File: config.mk
export PLATFORM = sky130hd
export DESIGN_NAME = sha_digest_tx_flat
export DESIGN_NICKNAME = d
export VERILOG_FILES = /design/src/rtl/sha3_pkg.sv /design/src/rtl/sha_digest_tx_if.sv /design/src/rtl/sha_word_sel.sv /design/src/rtl/sha_digest_tx.sv /design/src/flat_wrapper.sv
export SDC_FILE = /design/constraint.sdc
export NUM_CORES = 2
export LEC_CHECK = 0
export CORE_AREA = 2 2 626 628
export DETAILED_ROUTE_END_ITERATION = 8
export DIE_AREA = 0 0 628 630
export GPL_ROUTABILITY_DRIVEN = 0
export PLACE_DENSITY = 0.3
export SYNTH_ARGS = -nofsm -noshare
export SYNTH_HDL_FRONTEND = slang
export SYNTH_SLANG_ARGS = --single-unit
File: constraint.sdc
create_clock -name ACLK -period 23.7 [get_ports ACLK]
set_clock_uncertainty 0.1 [all_clocks]
set_input_delay 3.555 -clock ACLK [delete_from_list [all_inputs] [get_ports ACLK]]
set_output_delay 3.555 -clock ACLK [all_outputs]
set_load 0.02 [all_outputs]
File: src/rtl/sha3_pkg.sv
// Shared SHA-3 digest-transmit definitions: mode encoding, per-mode word
// counts, output word width and the Keccak lane ordering of the digest.
package sha3_pkg;

    localparam int unsigned WIDTH     = 16;
    localparam int unsigned LANE_W    = 64;
    localparam int unsigned NUM_LANES = 8;
    localparam int unsigned BUF_W     = NUM_LANES * LANE_W;
    localparam int unsigned CNT_W     = 5;

    typedef enum logic [1:0] {
        SHA3_224 = 2'd0,
        SHA3_256 = 2'd1,
        SHA3_384 = 2'd2,
        SHA3_512 = 2'd3
    } sha3_mode_t;

    typedef enum logic {
        ST_IDLE = 1'b0,
        ST_SEND = 1'b1
    } tx_state_t;

    // Full Keccak state, lane A[x][y] = state[x][y]
    typedef logic [0:4][0:4][LANE_W-1:0] keccak_state_t;

    localparam logic [CNT_W-1:0] WORDS_224 = 5'd14;
    localparam logic [CNT_W-1:0] WORDS_256 = 5'd16;
    localparam logic [CNT_W-1:0] WORDS_384 = 5'd24;
    localparam logic [CNT_W-1:0] WORDS_512 = 5'd32 - 5'd0; // 32 wraps to 0 in 5 bits; see last_word_idx

    // Digest lane order: lane L of the digest is A[LANE_X[L]][LANE_Y[L]]
    localparam int unsigned LANE_X [NUM_LANES] = '{0, 1, 2, 3, 4, 0, 1, 2};
    localparam int unsigned LANE_Y [NUM_LANES] = '{0, 0, 0, 0, 0, 1, 1, 1};

    // Index of the final word of a packet (word count minus one, fits 5 bits)
    function automatic logic [CNT_W-1:0] last_word_idx(input sha3_mode_t mode);
        case (mode)
            SHA3_224: last_word_idx = WORDS_224 - 5'd1;
            SHA3_256: last_word_idx = WORDS_256 - 5'd1;
            SHA3_384: last_word_idx = WORDS_384 - 5'd1;
            default:  last_word_idx = 5'd31;
        endcase
    endfunction

    // Lanes are little-endian; swapping the two bytes yields big-endian order
    function automatic logic [WIDTH-1:0] swap16(input logic [WIDTH-1:0] half);
        swap16 = {half[7:0], half[15:8]};
    endfunction

endpackage

File: src/rtl/sha_digest_tx_if.sv
// Handshake bundle for sha_digest_tx: Keccak state input side and the
// AXI-Stream style digest output side.
//   slave  : view of the digest transmitter
//   master : view of the surrounding logic (state source + stream sink)
interface sha_digest_tx_if;
    import sha3_pkg::*;

    keccak_state_t      state_in;
    logic               state_valid;
    logic               state_ready;
    logic [1:0]         ID;
    logic [WIDTH-1:0]   M_TDATA;
    logic               M_TVALID;
    logic               M_TREADY;
    logic               M_TLAST;
    logic               busy;

    modport slave (
        input  state_in, state_valid, ID, M_TREADY,
        output state_ready, M_TDATA, M_TVALID, M_TLAST, busy
    );

    modport master (
        output state_in, state_valid, ID, M_TREADY,
        input  state_ready, M_TDATA, M_TVALID, M_TLAST, busy
    );
endinterface

File: src/rtl/sha_word_sel.sv
// Combinational digest word selector.
//   lanes : 512-bit digest buffer, lane L at bits [64L+63:64L]
//   idx   : word index k
//   word  : big-endian 16-bit word k of the digest
module sha_word_sel
    import sha3_pkg::*;
(
    input  logic [BUF_W-1:0] lanes,
    input  logic [CNT_W-1:0] idx,
    output logic [WIDTH-1:0] word
);
    logic [LANE_W-1:0] lane;
    logic [WIDTH-1:0]  half;

    // Four words per lane: idx[4:2] picks the lane, idx[1:0] the 16-bit slice
    always_comb begin
        lane = lanes[{idx[4:2], 6'd0} +: LANE_W];
        half = lane[{idx[1:0], 4'd0} +: WIDTH];
        word = swap16(half);
    end
endmodule

File: src/rtl/sha_digest_tx.sv
// Streams a SHA-3 digest taken from the final Keccak state as 16-bit words.
//   ACLK   : clock
//   ARESET : asynchronous active-high reset
//   bus    : state_in/state_valid/state_ready/ID in, M_T* stream out, busy
module sha_digest_tx
    import sha3_pkg::*;
(
    input  logic          ACLK,
    input  logic          ARESET,
    sha_digest_tx_if.slave bus
);
    tx_state_t          state;
    sha3_mode_t         id;
    logic [CNT_W-1:0]   cnt;
    logic [BUF_W-1:0]   buffer;
    logic [BUF_W-1:0]   capture_c;
    logic [CNT_W-1:0]   cnt_inc_c;
    logic [CNT_W-1:0]   last_idx_c;
    logic [WIDTH-1:0]   word_nxt_c;

    // Gather the eight digest lanes out of the Keccak state
    always_comb begin
        capture_c = '0;
        for (int l = 0; l < NUM_LANES; l++) begin
            capture_c[l*LANE_W +: LANE_W] = bus.state_in[LANE_X[l]][LANE_Y[l]];
        end
    end

    assign cnt_inc_c  = cnt + CNT_W'(1);
    assign last_idx_c = last_word_idx(id);

    // Look one word ahead so M_TDATA can be registered
    sha_word_sel u_word_sel (
        .lanes (buffer),
        .idx   (cnt_inc_c),
        .word  (word_nxt_c)
    );

    // Transmit FSM with registered handshake and data outputs
    always_ff @(posedge ACLK or posedge ARESET) begin
        if (ARESET) begin
            state           <= ST_IDLE;
            id              <= SHA3_224;
            cnt             <= '0;
            buffer          <= '0;
            bus.state_ready <= 1'b0;
            bus.M_TVALID    <= 1'b0;
            bus.M_TLAST     <= 1'b0;
            bus.M_TDATA     <= '0;
            bus.busy        <= 1'b0;
        end else begin
            case (state)
                ST_IDLE: begin
                    bus.state_ready <= 1'b1;
                    if (bus.state_valid && bus.state_ready) begin
                        state           <= ST_SEND;
                        id              <= sha3_mode_t'(bus.ID);
                        cnt             <= '0;
                        buffer          <= capture_c;
                        bus.state_ready <= 1'b0;
                        bus.M_TVALID    <= 1'b1;
                        bus.busy        <= 1'b1;
                        // Shortest packet is 14 words, so word 0 is never last
                        bus.M_TLAST     <= 1'b0;
                        bus.M_TDATA     <= swap16(capture_c[WIDTH-1:0]);
                    end
                end
                ST_SEND: begin
                    if (bus.M_TREADY) begin
                        if (cnt == last_idx_c) begin
                            state           <= ST_IDLE;
                            cnt             <= '0;
                            bus.state_ready <= 1'b1;
                            bus.M_TVALID    <= 1'b0;
                            bus.M_TLAST     <= 1'b0;
                            bus.busy        <= 1'b0;
                        end else begin
                            cnt         <= cnt_inc_c;
                            bus.M_TDATA <= word_nxt_c;
                            bus.M_TLAST <= (cnt_inc_c == last_idx_c);
                        end
                    end
                end
                default: state <= ST_IDLE;
            endcase
        end
    end
endmodule

File: src/flat_wrapper.sv
// flat-port wrapper written by rule: the top's interface ports become plain ports
module sha_digest_tx_flat import sha3_pkg::*;
  (ACLK, ARESET, bus_state_in, bus_state_valid, bus_ID, bus_M_TREADY, bus_state_ready, bus_M_TDATA, bus_M_TVALID, bus_M_TLAST, bus_busy);
  sha_digest_tx_if bus_i ();
  input  logic ACLK;
  input  logic ARESET;
  input wire logic [$bits(bus_i.state_in)-1:0] bus_state_in;
  input wire logic [$bits(bus_i.state_valid)-1:0] bus_state_valid;
  input wire logic [$bits(bus_i.ID)-1:0] bus_ID;
  input wire logic [$bits(bus_i.M_TREADY)-1:0] bus_M_TREADY;
  output wire logic [$bits(bus_i.state_ready)-1:0] bus_state_ready;
  output wire logic [$bits(bus_i.M_TDATA)-1:0] bus_M_TDATA;
  output wire logic [$bits(bus_i.M_TVALID)-1:0] bus_M_TVALID;
  output wire logic [$bits(bus_i.M_TLAST)-1:0] bus_M_TLAST;
  output wire logic [$bits(bus_i.busy)-1:0] bus_busy;
  assign bus_i.state_in = bus_state_in;
  assign bus_i.state_valid = bus_state_valid;
  assign bus_i.ID = bus_ID;
  assign bus_i.M_TREADY = bus_M_TREADY;
  assign bus_state_ready = bus_i.state_ready;
  assign bus_M_TDATA = bus_i.M_TDATA;
  assign bus_M_TVALID = bus_i.M_TVALID;
  assign bus_M_TLAST = bus_i.M_TLAST;
  assign bus_busy = bus_i.busy;
  sha_digest_tx u_core (.ACLK(ACLK), .ARESET(ARESET), .bus(bus_i));
endmodule
* Word level (Yosys, flattened, before mapping) *
Index checks and enable logic that the tools add are counted.
Widths: inputs -> output; s select.

word-level totals
  bits in writable memories = 0
  logic and storage cells = 52
  bits in registers = 539
  memories kept = 0
  latch bits = 0
  output and inout bits = 20
  memory bits (read-only) = 0

cells by class
  div/mod/pow operators = 0
  $mul = 0
  multiplexer cells = 25
  equality and inequality tests = 8
  $add $sub $neg = 1
  magnitude comparators = 0
  reductions and logical operators = 7
  bitwise operators = 1
  shift operators = 2

operators with widths
  kind                 number
  $shiftx 512x10->64   1
  $shiftx 64x7->16     1
  $mux 16              3
  $pmux 16 s2          1
  $mux 5               3
  $pmux 5 s3           1
  $mux 1               12
  $eq 5x5->1           2
  $pmux 5 s2           1
  $pmux 1 s2           4
  $ne 2x2->1 const B   3
  $reduce_and 2->1     3
  $reduce_and 3->1     2
  $add 5x1->5 const B  1
  $eq 2x1->1 const B   1
  $eq 2x2->1 const B   1
  $logic_not 2->1      1
  $ne 2x1->1 const B   1
  $logic_and 1x1->1    1
  $not 1->1            1

* Logic depth before layout (Yosys ltp) *
  depth after elaboration = 6
  depth in mapped cells = 12
  gate-level depth less buffers = 8

* By module *
A second synthesis with hierarchy kept.

unflattened totals
  cells, all modules = 2871
  area, all modules = 25166.6 sq um

by module, submodules not included
  module         cells each  sequential area each (sq um)  times used  area each (sq um)
  sha_digest_tx  2302        13487.9                       1           20537.2
  sha_word_sel   569         0.0                           1           4629.4

* Least setup slack after synthesis *
OpenSTA, ideal clock, no wires.

  kind = input-to-reg
  start point = in bus_state_valid
  end point = reg u_core.bus.M_TDATA[15]
  setup time = 0.145 ns
  required time = 23.455 ns
  setup slack = 18.591 ns
  data arrival time = 4.864 ns
  stages = 8
  path buffers = 2
  path through = nand2_1 -> nor2_1 -> a21oi_1 -> a21o_1 -> buf_2 -> buf_1 -> a21boi_0 -> o2111ai_1

on the way
  cells in the longest elaborated chain, start to end = 3

RTL lines
  element                            RTL line                RTL
  start, declared                    flat_wrapper.sv:8       input wire logic [$bits(bus_i.state_valid)-1:0] bus_state_valid;
  $logic_and 1x1->1                  sha_digest_tx.sv:55     if (bus.state_valid && bus.state_ready) begin
  $ne 2x1->1 (no source line)        --
  $reduce_and 3->1 (no source line)  --
  end signal, assigned               sha_digest_tx.sv:65     bus.M_TDATA <= swap16(capture_c[WIDTH-1:0]);
  end signal, assigned               sha_digest_tx.sv:79     bus.M_TDATA <= word_nxt_c;
  end, declared                      sha_digest_tx_if.sv:20  output state_ready, M_TDATA, M_TVALID, M_TLAST, busy

Every way passes these cells.
A chain may end at the register's enable or synchronous reset.

==> summary.txt <==
Run status = complete, no violations
Die ar. = 396000 um^2
Later-pin clock latency in the skew report = 0.78 ns
CP dominant cell by count = buf_4
Most frequent cells in the layout = nand2_1 (1688), clkdlybuf4s50_1 (537), dfrtp_1 (535)
Measured slew at the worst slew-check pin = 1.29 ns
Post-Synthesis Net Count = 4835
Crit path from = ARESET
HPWL after detailed placement = 169000 um
R2R Setup Slk = 17.52 ns
CTS H-tree depth = 3
DR iter-0 viols = 1683
Synth async-reset ratio = 1.00
Final TNS setup = 0 ns
CORE AREA = 388000 um^2
Drt drc = 0
All-Layer GR Usage = 0.104
Worst Path Class, Setup = input port to asynchronous set/reset pin
Hold-fix buffer count after cts = 0
Syn Area/Cell = 8.18 um^2
Hold crit path type = register to register
Power Total = 5170 uW
VDD IR-drop max = 0.0674 mV
Routed WL per cell = 23.5 um
Reg2reg end = u_core.bus.M_TDATA[9]$_DFFE_PP0P_
Slowest stage delay, CP = 0.78 ns
DR pass1 iterations = 6
Min-delay src = u_core.buffer[408]$_DFFE_PP0P_
Crit path launch type = input port
Largest net degree at the start of global routing = 168
Synth Warn # = 0
Starting Density = 0.0681
Root Driver = clkbuf_16
Worst Setup End Kind = asynchronous set/reset pin
CP arrival = 8.00 ns
Die height = 630 um
Mapped Area = 26400 um^2
Reg2reg start = u_core.cnt[0]$_DFFE_PP0P_
Chip width = 628 um
Min cycle time layout = 7.40 ns
Deepest clock path buffer count = 3
Crit path required time = 24.30 ns
Final Hold Fails = 0
Rel. slew slack = 0.140
Most common cell after layout, fill and taps aside = nand2_1
Max-Cap Viols = 0
# setup viols final = 0
Post-synthesis cell type count = 66
Post-Syn Instances = 3228
Nets@finish = 5300
Synth Flop Type = dfrtp_1
Reg2reg path depth = 12
P&R area growth vs syn = 54.9%
Power density cells = 126 nW/um^2
Overflow after GRT = 0
Number of synthesized flops with an enable pin = 0
Lkg Pwr = 0.0167 uW
CTS Sinks = 539
Number of global-route vias before repair = 26577
Initial antenna violation count = 243
Critical-path top delay cell = buf_4
Reg clk slew, reported paths = 0.06 ns
Site Rows = 229
Post-layout util = 0.105
#FFs+latches synth = 539
Max Clk Rate = 0.135 GHz
Port Buffer Count = 537
Io pins = 1626
CTS tree = yes
Register area share after synthesis = 0.511
Drt total wl = 211000 um
DR vias = 26224
Postcts setup bufs = 0
Vias/cell = 2.91
First-pass GRT wire length = 273000 um
Share of cells above drive strength 1 = 0.0725
Worst Setup EP = u_core.buffer[316]$_DFFE_PP0P_
Final period util = 0.312
TritonCTS Buffers = 80
Crit path max fanout = 106
Post-CTS sizing = 0
Slew Viols, Final = 0
# placed instances = 8808
Final ANT Viol Nets = 0
RSZ-0062 raised after global routing = no
Cell Count, Final, Fillers Out = 9006
Critical Path, Cell by Cell = clkdlybuf4s50_1, inv_8, buf_4, buf_4, buf_4, buf_4
==> synthesized netlist by cell type (14+ instances only) <==
master | count | area [um^2]
nor2_1 | 74 | 278
nor3_1 | 25 | 125
dfrtp_1 | 539 | 13500
mux2i_1 | 84 | 841
nand4_1 | 24 | 150
buf_2 | 42 | 210
o22ai_1 | 51 | 319
o221ai_1 | 71 | 622
a31oi_1 | 14 | 87.6
clkbuf_1 | 151 | 567
or3_1 | 14 | 87.6
o21ai_0 | 66 | 330
o211ai_1 | 24 | 180
nand2_1 | 1689 | 6340
a21oi_1 | 87 | 435
nand3_1 | 32 | 160
and3_1 | 15 | 93.8
==> kinds of logic (layout without fill, tap and decap cells) <==
| group | Yosys count | count (layout) | share of synthesized area |
|---|---|---|---|
| flops | 539 | 539 | 0.511 |
| xor+xnor | 12 | 12 | 0.00625 |
| compound gates | 432 | 432 | 0.114 |
| other cells | 0 | 55 | 0 |
| fa+ha+maj | 1 | 1 | 0.000473 |
| simple gates | 1897 | 1897 | 0.280 |
| mux | 111 | 111 | 0.0496 |
| buf+inv | 236 | 762 | 0.0394 |
==> per-layer routing <==
| metal | wire, um | global-route usage | vias up |
|---|---|---|---|
| met4 | 6750 | 0.0319 | 136 |
| li1 | - | - | 11734 |
| met1 | 88200 | 0.126 | 12897 |
| met2 | 96400 | 0.167 | 999 |
| met5 | 864 | 0 | - |
| met3 | 19200 | 0.0420 | 458 |
==> stage by stage <==
step	setup slack (ns)	hold slack (ns)	area, um^2
floorplan	4.98	0.337	26400
finish	16.30	0.368	40900
CTS	16.08	0.373	40800
global placement	15.32	0.359	38100
global route	15.74	0.387	40900
detailed placement	15.31	0.359	38100
==> layout make-up <==
cell class                 count  area, um^2
clock buffer                 111        2260
fill                       45000      347000
sequential                   539       13500
timing repair buffer         608        5920
clock inverter                32         487
antenna                       55         138
multi-input combinational   2453       12100
inverter                      11        48.8
tap                         5197        6500
==> report_power, final <==
part	internal (uW)	switching, uW	total [uW]
Clock	730	546	1280
Sequential	1350	341	1690
Combinational	692	1510	2200
==> worst min path at each step <==
stage | endpoint | slack [ns] | depth (start not counted)
2_1_floorplan | u_core.buffer[339]$_DFFE_PP0P_ | 0.34 | 2
3_3_place_gp | u_core.buffer[447]$_DFFE_PP0P_ | 0.36 | 2
3_5_place_dp | u_core.buffer[447]$_DFFE_PP0P_ | 0.36 | 2
4_1_cts | u_core.buffer[447]$_DFFE_PP0P_ | 0.37 | 2
5_1_grt | u_core.buffer[410]$_DFFE_PP0P_ | 0.39 | 2
6_report | u_core.buffer[408]$_DFFE_PP0P_ | 0.37 | 2
==> worst max-delay path, delay by kind of cell <==
kind	cells	cell delay [ns]
buffers and inverters	6	4.06
==> sequential cells by signal (all words and copies together), names as in the netlist <==
| name | count |
|---|---|
| u_core.buffer | 512 |
| u_core.bus.M_TDATA | 16 |
| u_core.bus.M_TLAST | 1 |
| u_core.bus.M_TVALID | 1 |
| u_core.bus.state_ready | 1 |
| u_core.cnt | 5 |
| u_core.id | 2 |
| u_core.state | 1 |
Note: power is estimated with default switching activity, not from simulation.
